<file path="src/rtl/bus_pkg.sv">
// Shared types and constants for the bus transfer mux slice.
package bus_pkg;

   localparam int NUM_MASTERS = 4;
   localparam int GNT_W       = 2;

   typedef enum logic [1:0] {
      IDLE = 2'd0,
      WAIT = 2'd1,
      DONE = 2'd2
   } xfer_state_t;

   function automatic logic [NUM_MASTERS-1:0] gnt_onehot(input logic [GNT_W-1:0] g);
      gnt_onehot    = '0;
      gnt_onehot[g] = 1'b1;
   endfunction

endpackage

</file>
<file path="src/rtl/bus_xfer_mux_if.sv">
// Master-side and slave-side bus signals of the transfer mux.
// Modport "slave" is the mux's own view; "master" is the surrounding environment.
interface bus_xfer_mux_if
   import bus_pkg::*;
#(
   parameter int AW = 16,
   parameter int DW = 16
);
   logic                      comcyc;
   logic [GNT_W-1:0]          gnt;
   logic [NUM_MASTERS-1:0]    m_stb;
   logic [NUM_MASTERS-1:0]    m_we;
   logic [NUM_MASTERS*AW-1:0] m_adr;
   logic [NUM_MASTERS*DW-1:0] m_dat_w;
   logic [NUM_MASTERS-1:0]    m_ack;
   logic [NUM_MASTERS-1:0]    m_err;
   logic [DW-1:0]             m_dat_r;
   logic                      s_cyc;
   logic                      s_stb;
   logic                      s_we;
   logic [AW-1:0]             s_adr;
   logic [DW-1:0]             s_dat_w;
   logic [DW-1:0]             s_dat_r;
   logic                      s_ack;
   logic                      s_err;

   modport slave (
      input  comcyc, gnt, m_stb, m_we, m_adr, m_dat_w, s_dat_r, s_ack, s_err,
      output m_ack, m_err, m_dat_r, s_cyc, s_stb, s_we, s_adr, s_dat_w
   );

   modport master (
      output comcyc, gnt, m_stb, m_we, m_adr, m_dat_w, s_dat_r, s_ack, s_err,
      input  m_ack, m_err, m_dat_r, s_cyc, s_stb, s_we, s_adr, s_dat_w
   );
endinterface

</file>
<file path="src/rtl/bus_timeout_cnt.sv">
// Watchdog counter for the transfer mux; "expired" is high during the
// TIMEOUT-th consecutive enabled cycle since the last clear.
module bus_timeout_cnt #(
   parameter int TIMEOUT = 15
) (
   input  logic clk,
   input  logic rst_n,
   input  logic clr,
   input  logic en,
   output logic expired
);
   logic [7:0] cnt;

   always_ff @(posedge clk) begin
      if (!rst_n)   cnt <= '0;
      else if (clr) cnt <= '0;
      else if (en)  cnt <= cnt + 8'd1;
   end

   assign expired = en && (cnt == 8'(TIMEOUT - 1));
endmodule

</file>
<file path="src/rtl/bus_xfer_mux.sv">
// Routes the granted master onto the shared slave and returns its response.
// Optional watchdog enabled by defining BUS_TIMEOUT_EN.
module bus_xfer_mux
   import bus_pkg::*;
#(
   parameter int AW      = 16,
   parameter int DW      = 16,
   parameter int TIMEOUT = 15
) (
   input logic            clk,
   input logic            rst_n,
   bus_xfer_mux_if.slave  bus
);
   xfer_state_t      state;
   logic [GNT_W-1:0] sel;
   logic             req;
   logic [AW-1:0]    adr_mux;
   logic [DW-1:0]    dat_mux;
   logic             we_mux;
   logic             wd_expired;

   if (TIMEOUT < 1 || TIMEOUT > 255) begin : g_bad_timeout
      $error("bus_xfer_mux: TIMEOUT must be in 1..255");
   end

   always_comb begin
      req     = bus.comcyc && bus.m_stb[bus.gnt];
      adr_mux = '0;
      dat_mux = '0;
      we_mux  = 1'b0;
      for (int i = 0; i < NUM_MASTERS; i++) begin
         if (bus.gnt == GNT_W'(i)) begin
            adr_mux = bus.m_adr[i*AW +: AW];
            dat_mux = bus.m_dat_w[i*DW +: DW];
            we_mux  = bus.m_we[i];
         end
      end
   end

`ifdef BUS_TIMEOUT_EN
   logic wd_clr;
   logic wd_en;

   // Held clear while idle so every WAIT starts counting from zero.
   assign wd_clr = (state == IDLE);
   assign wd_en  = (state == WAIT) && !bus.s_ack && !bus.s_err;

   bus_timeout_cnt #(.TIMEOUT(TIMEOUT)) u_wd (
      .clk     (clk),
      .rst_n   (rst_n),
      .clr     (wd_clr),
      .en      (wd_en),
      .expired (wd_expired)
   );
`else
   assign wd_expired = 1'b0;
`endif

   always_ff @(posedge clk) begin
      if (!rst_n) begin
         state       <= IDLE;
         sel         <= '0;
         bus.s_cyc   <= 1'b0;
         bus.s_stb   <= 1'b0;
         bus.s_we    <= 1'b0;
         bus.s_adr   <= '0;
         bus.s_dat_w <= '0;
         bus.m_dat_r <= '0;
         bus.m_ack   <= '0;
         bus.m_err   <= '0;
      end else begin
         bus.s_cyc <= bus.comcyc;
         bus.m_ack <= '0;
         bus.m_err <= '0;
         case (state)
            IDLE: begin
               if (req) begin
                  sel         <= bus.gnt;
                  bus.s_adr   <= adr_mux;
                  bus.s_dat_w <= dat_mux;
                  bus.s_we    <= we_mux;
                  bus.s_stb   <= 1'b1;
                  state       <= WAIT;
               end
            end
            // Error beats ack, ack beats abort, abort beats the watchdog.
            WAIT: begin
               if (bus.s_err) begin
                  bus.m_err <= gnt_onehot(sel);
                  bus.s_stb <= 1'b0;
                  state     <= DONE;
               end else if (bus.s_ack) begin
                  bus.m_dat_r <= bus.s_dat_r;
                  bus.m_ack   <= gnt_onehot(sel);
                  bus.s_stb   <= 1'b0;
                  state       <= DONE;
               end else if (!bus.comcyc) begin
                  bus.s_stb <= 1'b0;
                  state     <= IDLE;
               end else if (wd_expired) begin
                  bus.m_err <= gnt_onehot(sel);
                  bus.s_stb <= 1'b0;
                  state     <= DONE;
               end
            end
            DONE:    state <= IDLE;
            default: state <= IDLE;
         endcase
      end
   end
endmodule

</file>
<file path="src/flat_wrapper.sv">
// flat-port wrapper written by rule: the top's interface ports become plain ports
module bus_xfer_mux_flat import bus_pkg::*;
#(
   parameter int AW      = 16,
   parameter int DW      = 16,
   parameter int TIMEOUT = 15
)
  (clk, rst_n, bus_comcyc, bus_gnt, bus_m_stb, bus_m_we, bus_m_adr, bus_m_dat_w, bus_s_dat_r, bus_s_ack, bus_s_err, bus_m_ack, bus_m_err, bus_m_dat_r, bus_s_cyc, bus_s_stb, bus_s_we, bus_s_adr, bus_s_dat_w);
  bus_xfer_mux_if #(.AW(AW), .DW(DW)) bus_i ();
  input logic clk;
  input logic rst_n;
  input wire logic [$bits(bus_i.comcyc)-1:0] bus_comcyc;
  input wire logic [$bits(bus_i.gnt)-1:0] bus_gnt;
  input wire logic [$bits(bus_i.m_stb)-1:0] bus_m_stb;
  input wire logic [$bits(bus_i.m_we)-1:0] bus_m_we;
  input wire logic [$bits(bus_i.m_adr)-1:0] bus_m_adr;
  input wire logic [$bits(bus_i.m_dat_w)-1:0] bus_m_dat_w;
  input wire logic [$bits(bus_i.s_dat_r)-1:0] bus_s_dat_r;
  input wire logic [$bits(bus_i.s_ack)-1:0] bus_s_ack;
  input wire logic [$bits(bus_i.s_err)-1:0] bus_s_err;
  output wire logic [$bits(bus_i.m_ack)-1:0] bus_m_ack;
  output wire logic [$bits(bus_i.m_err)-1:0] bus_m_err;
  output wire logic [$bits(bus_i.m_dat_r)-1:0] bus_m_dat_r;
  output wire logic [$bits(bus_i.s_cyc)-1:0] bus_s_cyc;
  output wire logic [$bits(bus_i.s_stb)-1:0] bus_s_stb;
  output wire logic [$bits(bus_i.s_we)-1:0] bus_s_we;
  output wire logic [$bits(bus_i.s_adr)-1:0] bus_s_adr;
  output wire logic [$bits(bus_i.s_dat_w)-1:0] bus_s_dat_w;
  assign bus_i.comcyc = bus_comcyc;
  assign bus_i.gnt = bus_gnt;
  assign bus_i.m_stb = bus_m_stb;
  assign bus_i.m_we = bus_m_we;
  assign bus_i.m_adr = bus_m_adr;
  assign bus_i.m_dat_w = bus_m_dat_w;
  assign bus_i.s_dat_r = bus_s_dat_r;
  assign bus_i.s_ack = bus_s_ack;
  assign bus_i.s_err = bus_s_err;
  assign bus_m_ack = bus_i.m_ack;
  assign bus_m_err = bus_i.m_err;
  assign bus_m_dat_r = bus_i.m_dat_r;
  assign bus_s_cyc = bus_i.s_cyc;
  assign bus_s_stb = bus_i.s_stb;
  assign bus_s_we = bus_i.s_we;
  assign bus_s_adr = bus_i.s_adr;
  assign bus_s_dat_w = bus_i.s_dat_w;
  bus_xfer_mux #(.AW(AW), .DW(DW), .TIMEOUT(TIMEOUT)) u_core (.clk(clk), .rst_n(rst_n), .bus(bus_i));
endmodule
</file>
<file path="config.mk">
export PLATFORM = sky130hd
export DESIGN_NAME = bus_xfer_mux_flat
export DESIGN_NICKNAME = d
export VERILOG_FILES = /design/src/rtl/bus_pkg.sv /design/src/rtl/bus_xfer_mux_if.sv /design/src/rtl/bus_timeout_cnt.sv /design/src/rtl/bus_xfer_mux.sv /design/src/flat_wrapper.sv
export SDC_FILE = /design/constraint.sdc
export NUM_CORES = 1
export LEC_CHECK = 0
export ABC_AREA = 1
export BUFFER_PORTS_ARGS = -buffer_cell sky130_fd_sc_hd__buf_2
export CAP_MARGIN = 25
export CORE_ASPECT_RATIO = 2
export CORE_MARGIN = 3
export CORE_UTILIZATION = 46
export CTS_BUF_LIST = sky130_fd_sc_hd__clkbuf_8
export DETAILED_ROUTE_END_ITERATION = 6
export PLACE_DENSITY = 0.88
export SYNTH_ARGS = -nofsm -noshare
export SYNTH_HDL_FRONTEND = slang
export SYNTH_SLANG_ARGS = --single-unit
</file>
<file path="constraint.sdc">
create_clock -name clk -period 3.1 [get_ports clk]
set_input_delay 0.62 -clock clk [delete_from_list [all_inputs] [get_ports clk]]
set_output_delay 0.62 -clock clk [all_outputs]
set_load 0.02 [all_outputs]
</file>
Word-level counts from Yosys, hierarchy flattened

Cells that the tools add are included.

Output and inout bits: 59
Input bits: 159
Register bits: 63

Mux-type cells: 26
Equal/unequal tests: 6
Reduce and logical (&&, ||, !) cells: 11
Magnitude comparators: 3
Bitwise operators: 4

Operators by type and width:

| cell                                                                                 | number |
|---|---|
| 16-bit 2-to-1 mux                                                                    | 8 |
| 1-bit 2-to-1 mux                                                                     | 10 |
| 3-bit AND reduction                                                                  | 3 |
| 2-bit 2-to-1 mux                                                                     | 4 |
| 2-bit by 3-bit < comparator with 1-bit output (second input constant)                | 2 |
| 2-bit by 1-bit equality test with 1-bit output (second input constant)               | 2 |
| 2-bit equality test (second input constant)                                          | 2 |
| 2-bit zero test                                                                      | 2 |
| 4-bit inequality test (second input constant)                                        | 1 |
| 1-bit inverter                                                                       | 4 |
| 2-bit one-hot mux with 2 select lines                                                | 1 |
| 2-bit AND reduction                                                                  | 2 |
| 4-bit OR reduction                                                                   | 1 |
| 1-bit binary-select mux with 2-bit select                                            | 1 |
| 1-bit demux with 2-bit select                                                        | 1 |
| 2-bit by 1-bit greater-or-equal comparator with 1-bit output (second input constant) | 1 |
| 1-bit logical AND                                                                    | 2 |
| 2-bit by 1-bit inequality test with 1-bit output (second input constant)             | 1 |
| 1-bit one-hot mux with 2 select lines                                                | 1 |
| 2-bit nonzero test                                                                   | 1 |

Logic depth before layout (Yosys ltp)

Depth after elaboration: 5
Gate-level depth with buffers: 9
Depth with buffers taken out: 8

Worst setup path after synthesis

OpenSTA, ideal clock, no wires.

Path type: input to register
Start: in bus_gnt[1]
End: reg u_core.bus.s_dat_w[4]
Path buffers: 2
Library setup time: 0.113 ns
Stages on the path: 8
Arrival time: 1.470 ns
Required time: 2.987 ns
Path slack: 1.517 ns
Cell sequence: buf_2 -> nand3_1 -> nand2_1 -> o21bai_2 -> buf_2 -> nand2_1 -> nand2_1 -> nor2_1

Longest elaborated chain between the ends: 5
Elaborated cells on any way between the ends: 12
Those cells by class: eq/ne (3); mux (6); reduce/logical (3)

Ends and longest elaborated chain:

| item                            | RTL line              | RTL |
|---|---|---|
| start: declaration              | flat_wrapper.sv:13    | `input wire logic [$bits(bus_i.gnt)-1:0] bus_gnt;` |
| 2-bit zero test                 | bus_xfer_mux.sv:32    | `if (bus.gnt == GNT_W'(i)) begin` |
| 16-bit 2-to-1 mux (4 in series) | bus_xfer_mux.sv:32    |  |
| end signal: assignment          | bus_xfer_mux.sv:80    | `bus.s_dat_w <= dat_mux;` |
| end: declaration                | bus_xfer_mux_if.sv:29 | `output m_ack, m_err, m_dat_r, s_cyc, s_stb, s_we, s_adr, s_dat_w` |

Several ways; a longest one is shown, not always the timed one. The select of a mux whose other input is x is not followed.
A chain may end at the register's enable or synchronous reset.

Worst setup path in the final report

Start: reg u_core.state[0]
End: reg u_core.bus.m_ack[2]

Longest elaborated chain between the ends: 3

Ends and longest elaborated chain:

| item                                           | RTL line              | RTL |
|---|---|---|
| start: declaration                             | bus_xfer_mux.sv:14    | `xfer_state_t state;` |
| start signal: assignment                       | bus_xfer_mux.sv:61    | `state <= IDLE;` |
| start signal: assignment                       | bus_xfer_mux.sv:83    | `state <= WAIT;` |
| start signal: assignment                       | bus_xfer_mux.sv:91    | `state <= DONE;` |
| 2-bit by 1-bit equality test with 1-bit output | bus_xfer_mux.sv:75    | `case (state)` |
| 1-bit inverter (no source line)                | n/a                   |  |
| 4-bit OR reduction (no source line)            | n/a                   |  |
| end signal: assignment                         | bus_xfer_mux.sv:94    | `bus.m_ack <= gnt_onehot(sel);` |
| end: declaration                               | bus_xfer_mux_if.sv:29 |  |

No other way between the ends.

==> metrics.txt <==
outcome=complete, no violations; Sink Count=63; ant diodes=0; TritonCTS Buffers=9; routed via count=roughly 4,000; Fmax achieved=~0.53 GHz; Most common cell on crit path=nand2_1; worst-case clock buffer depth=2; Final Max Tran Viols=0; Util after Layout=between 60% and 70%; Setup TNS=0 ns; Initial Util=a little under half; pin count of the biggest net entering global routing=34; Post-Syn Area per Cell=around 6 sq um; Worst Path Arrival=2.10 ns; Core Box Area=~6700 sq um; final hold slack=roughly 0.46 ns; global route overflow=0; root buffer cell=clkbuf_8; Clock Power Share=38.0%; commonest non-fill, non-tap cell in the layout=buf_2; Final min period=between 1.5 and 2 ns; VDD IR max=approximately 0.32 mV; MaxCap Viol Count=0; Slew HR=between 60 and 70%; LEAKAGE=around 2.5 nW; worst path required time=between 3 and 4 ns; 1st-pass router iterations=5; Buffers on Ports=217; Final Hold Fails=0; vias in the first global route=between 3,000 and 4,000; first-pass GRT wire length=16,100 um; YS warnings=0; Synth Instances=522; TritonCTS clock tree=yes; die height=between 100 and 150 um; Multi-input gate area=~1700 sq um; CP Capture Type=flop; critical path type=reg2reg; ANT nets after route=0; drc violations=0; Clk Latency, worst-skew pair=between 0.3 and 0.4 ns; CP Cell Sequence=inv_1, nor2_1, nand2_1, clkinv_1, nand2_1, nor3_1; RSZ-0062 raised after global routing=no; P per Cell Area=approximately 480 nW/um^2; Rows=42; via density per instance=4.88; initial antenna violation count=0; slowest stage delay, CP=between 0.5 and 0.6 ns; mapped cell area=approximately 3200 sq um; crit path max fanout=17; commonest non-fill, non-tap cells in the layout=buf_2, nand2_1, nor2_1, dfxtp_1, inv_1; Post-CTS Repair Setup Buffers=0; initial DRC count=about 250; Startpoint Class=flop; cell accounting for the most synthesized area=dfxtp_1; CTS Hold Bufs=0; Post-Syn Nets=about 700; worst min-delay path category=reg2reg; Switch Pwr=~0.6 mW; ratio of cells with drive above 1 in the final layout=roughly 34%; routed length per placed instance=roughly 13 um; Final Cycle Share=between 60% and 70%; final WL=10,600 um; GRT Overall Usage=around 26%; sw frac=27.9%; cts repair resizes=0; routability cong.=approximately 0.89; filler cell count=between 600 and 700; Layout area overhead=43.0%; Final nets=slightly below 900; die width=roughly 65 um; H-tree depth=3; Reg area=1260 sq um; Synth Register Bits=63; P_int=between 1.5 and 2 mW; Sequential Power Share=roughly two fifths; clock-pin slew on the worst setup and hold paths=around 0.060 ns; worst-margin pin slew=approximately 0.58 ns; critical path's slowest cell=clkinv_1; Fin Clk Skew=around 0.0088 ns; ranking of synthesized cells by area=dfxtp_1, nand2_1, nor2_1, nand4_1, inv_1; share of the synthesized area in the top cell type=roughly two fifths; sequential element share of the synthesized area=about two fifths; Gate power share=a little over a fifth; IO Pins=about 220; Die ar.=approximately 8000 sq um; final setup fails=0; library cells used by synthesis=19; placed wire-length estimate=just over 8000 um
-- worst paths after layout --
check	from	to	slack, ns	depth (start not counted)
worst max-delay path	u_core.state[0]$_SDFFE_PN0P_	u_core.bus.m_ack[2]$_SDFF_PP0_	1.23	6
worst min-delay path	u_core.state[1]$_SDFFE_PN0P_	u_core.state[1]$_SDFFE_PN0P_	0.46	1
worst max register to register	u_core.state[0]$_SDFFE_PN0P_	u_core.bus.m_ack[2]$_SDFF_PP0_	1.23	6
worst min register to register	u_core.state[1]$_SDFFE_PN0P_	u_core.state[1]$_SDFFE_PN0P_	0.46	1
-- state kept, by name, indices dropped and copies added (netlist names) --
register            count
u_core.bus.m_dat_r     16
u_core.bus.s_adr       16
u_core.bus.s_dat_w     16
u_core.bus.m_ack        4
u_core.bus.m_err        4
u_core.sel              2
u_core.state            2
u_core.bus.s_cyc        1
u_core.bus.s_stb        1
u_core.bus.s_we         1
-- Yosys cell counts --
library cell,count
buf_2,16
nand3_1,14
dfxtp_1,63
buf_1,3
o21bai_2,1
buf_4,2
clkbuf_1,6
nand4_1,25
nand2_1,203
nor3_1,8
nor4_1,1
nor2_1,107
inv_1,33
nor2_2,3
or2_2,8
clkinv_1,1
inv_2,2
o21ai_0,24
a21oi_1,2
-- final cells by class --
class	instances	share of cell area [%]
Clock inverter	3	1.43
Sequential cell	63	27.8
Tap cell	88	2.43
Clock buffer	12	3.64
Multi-Input combinational cell	396	36.5
Inverter	36	2.98
Timing Repair Buffer	223	25.2
-- through the flow --
step | setup WS [ns] | cell area (sq um) | cells | power [mW]
2_1_floorplan | 1.52 | 3170 | 522 | 1.16
3_3_place_gp | 0.939 | 4300 | 806 | 1.34
3_5_place_dp | 0.912 | 4300 | 806 | 1.35
4_1_cts | 1.25 | 4530 | 821 | 2.17
5_1_grt | 1.05 | 4530 | 821 | 2.26
6_report | 1.23 | 4530 | 821 | 2.16
-- power by group through the flow --
stage	sequential, mW	combinational, mW	clock, mW
final	0.884	0.453	0.820
after global routing	0.888	0.508	0.867
after CTS	0.883	0.453	0.831
after detailed placement	0.901	0.449	0
after global placement	0.898	0.440	0
after floorplan	0.954	0.203	0
-- critical path: cells and delay by family (launching register included) --
kind,cells,cell delay [ns]
flops,1,0.31
buf+inv,2,0.59
simple gates,4,0.85
-- routing by layer --
layer	GRT usage, %	vias up	part of all wire [%]
met4	12.7	0	2.7
met2	49.3	209	54
met3	6.73	30	8.9
li1	-	2028	-
met5	0	-	0
met1	24.9	1739	35
-- cells by family (layout without fill, tap and decap cells) --
logic type | after synthesis | in the layout | share of synthesized area, %
compound gates | 27 | 27 | 4.46
buf+inv | 63 | 274 | 8.32
flops | 63 | 63 | 39.8
simple gates | 369 | 369 | 47.5
No activity file was read; power rests on OpenSTA's default activity.
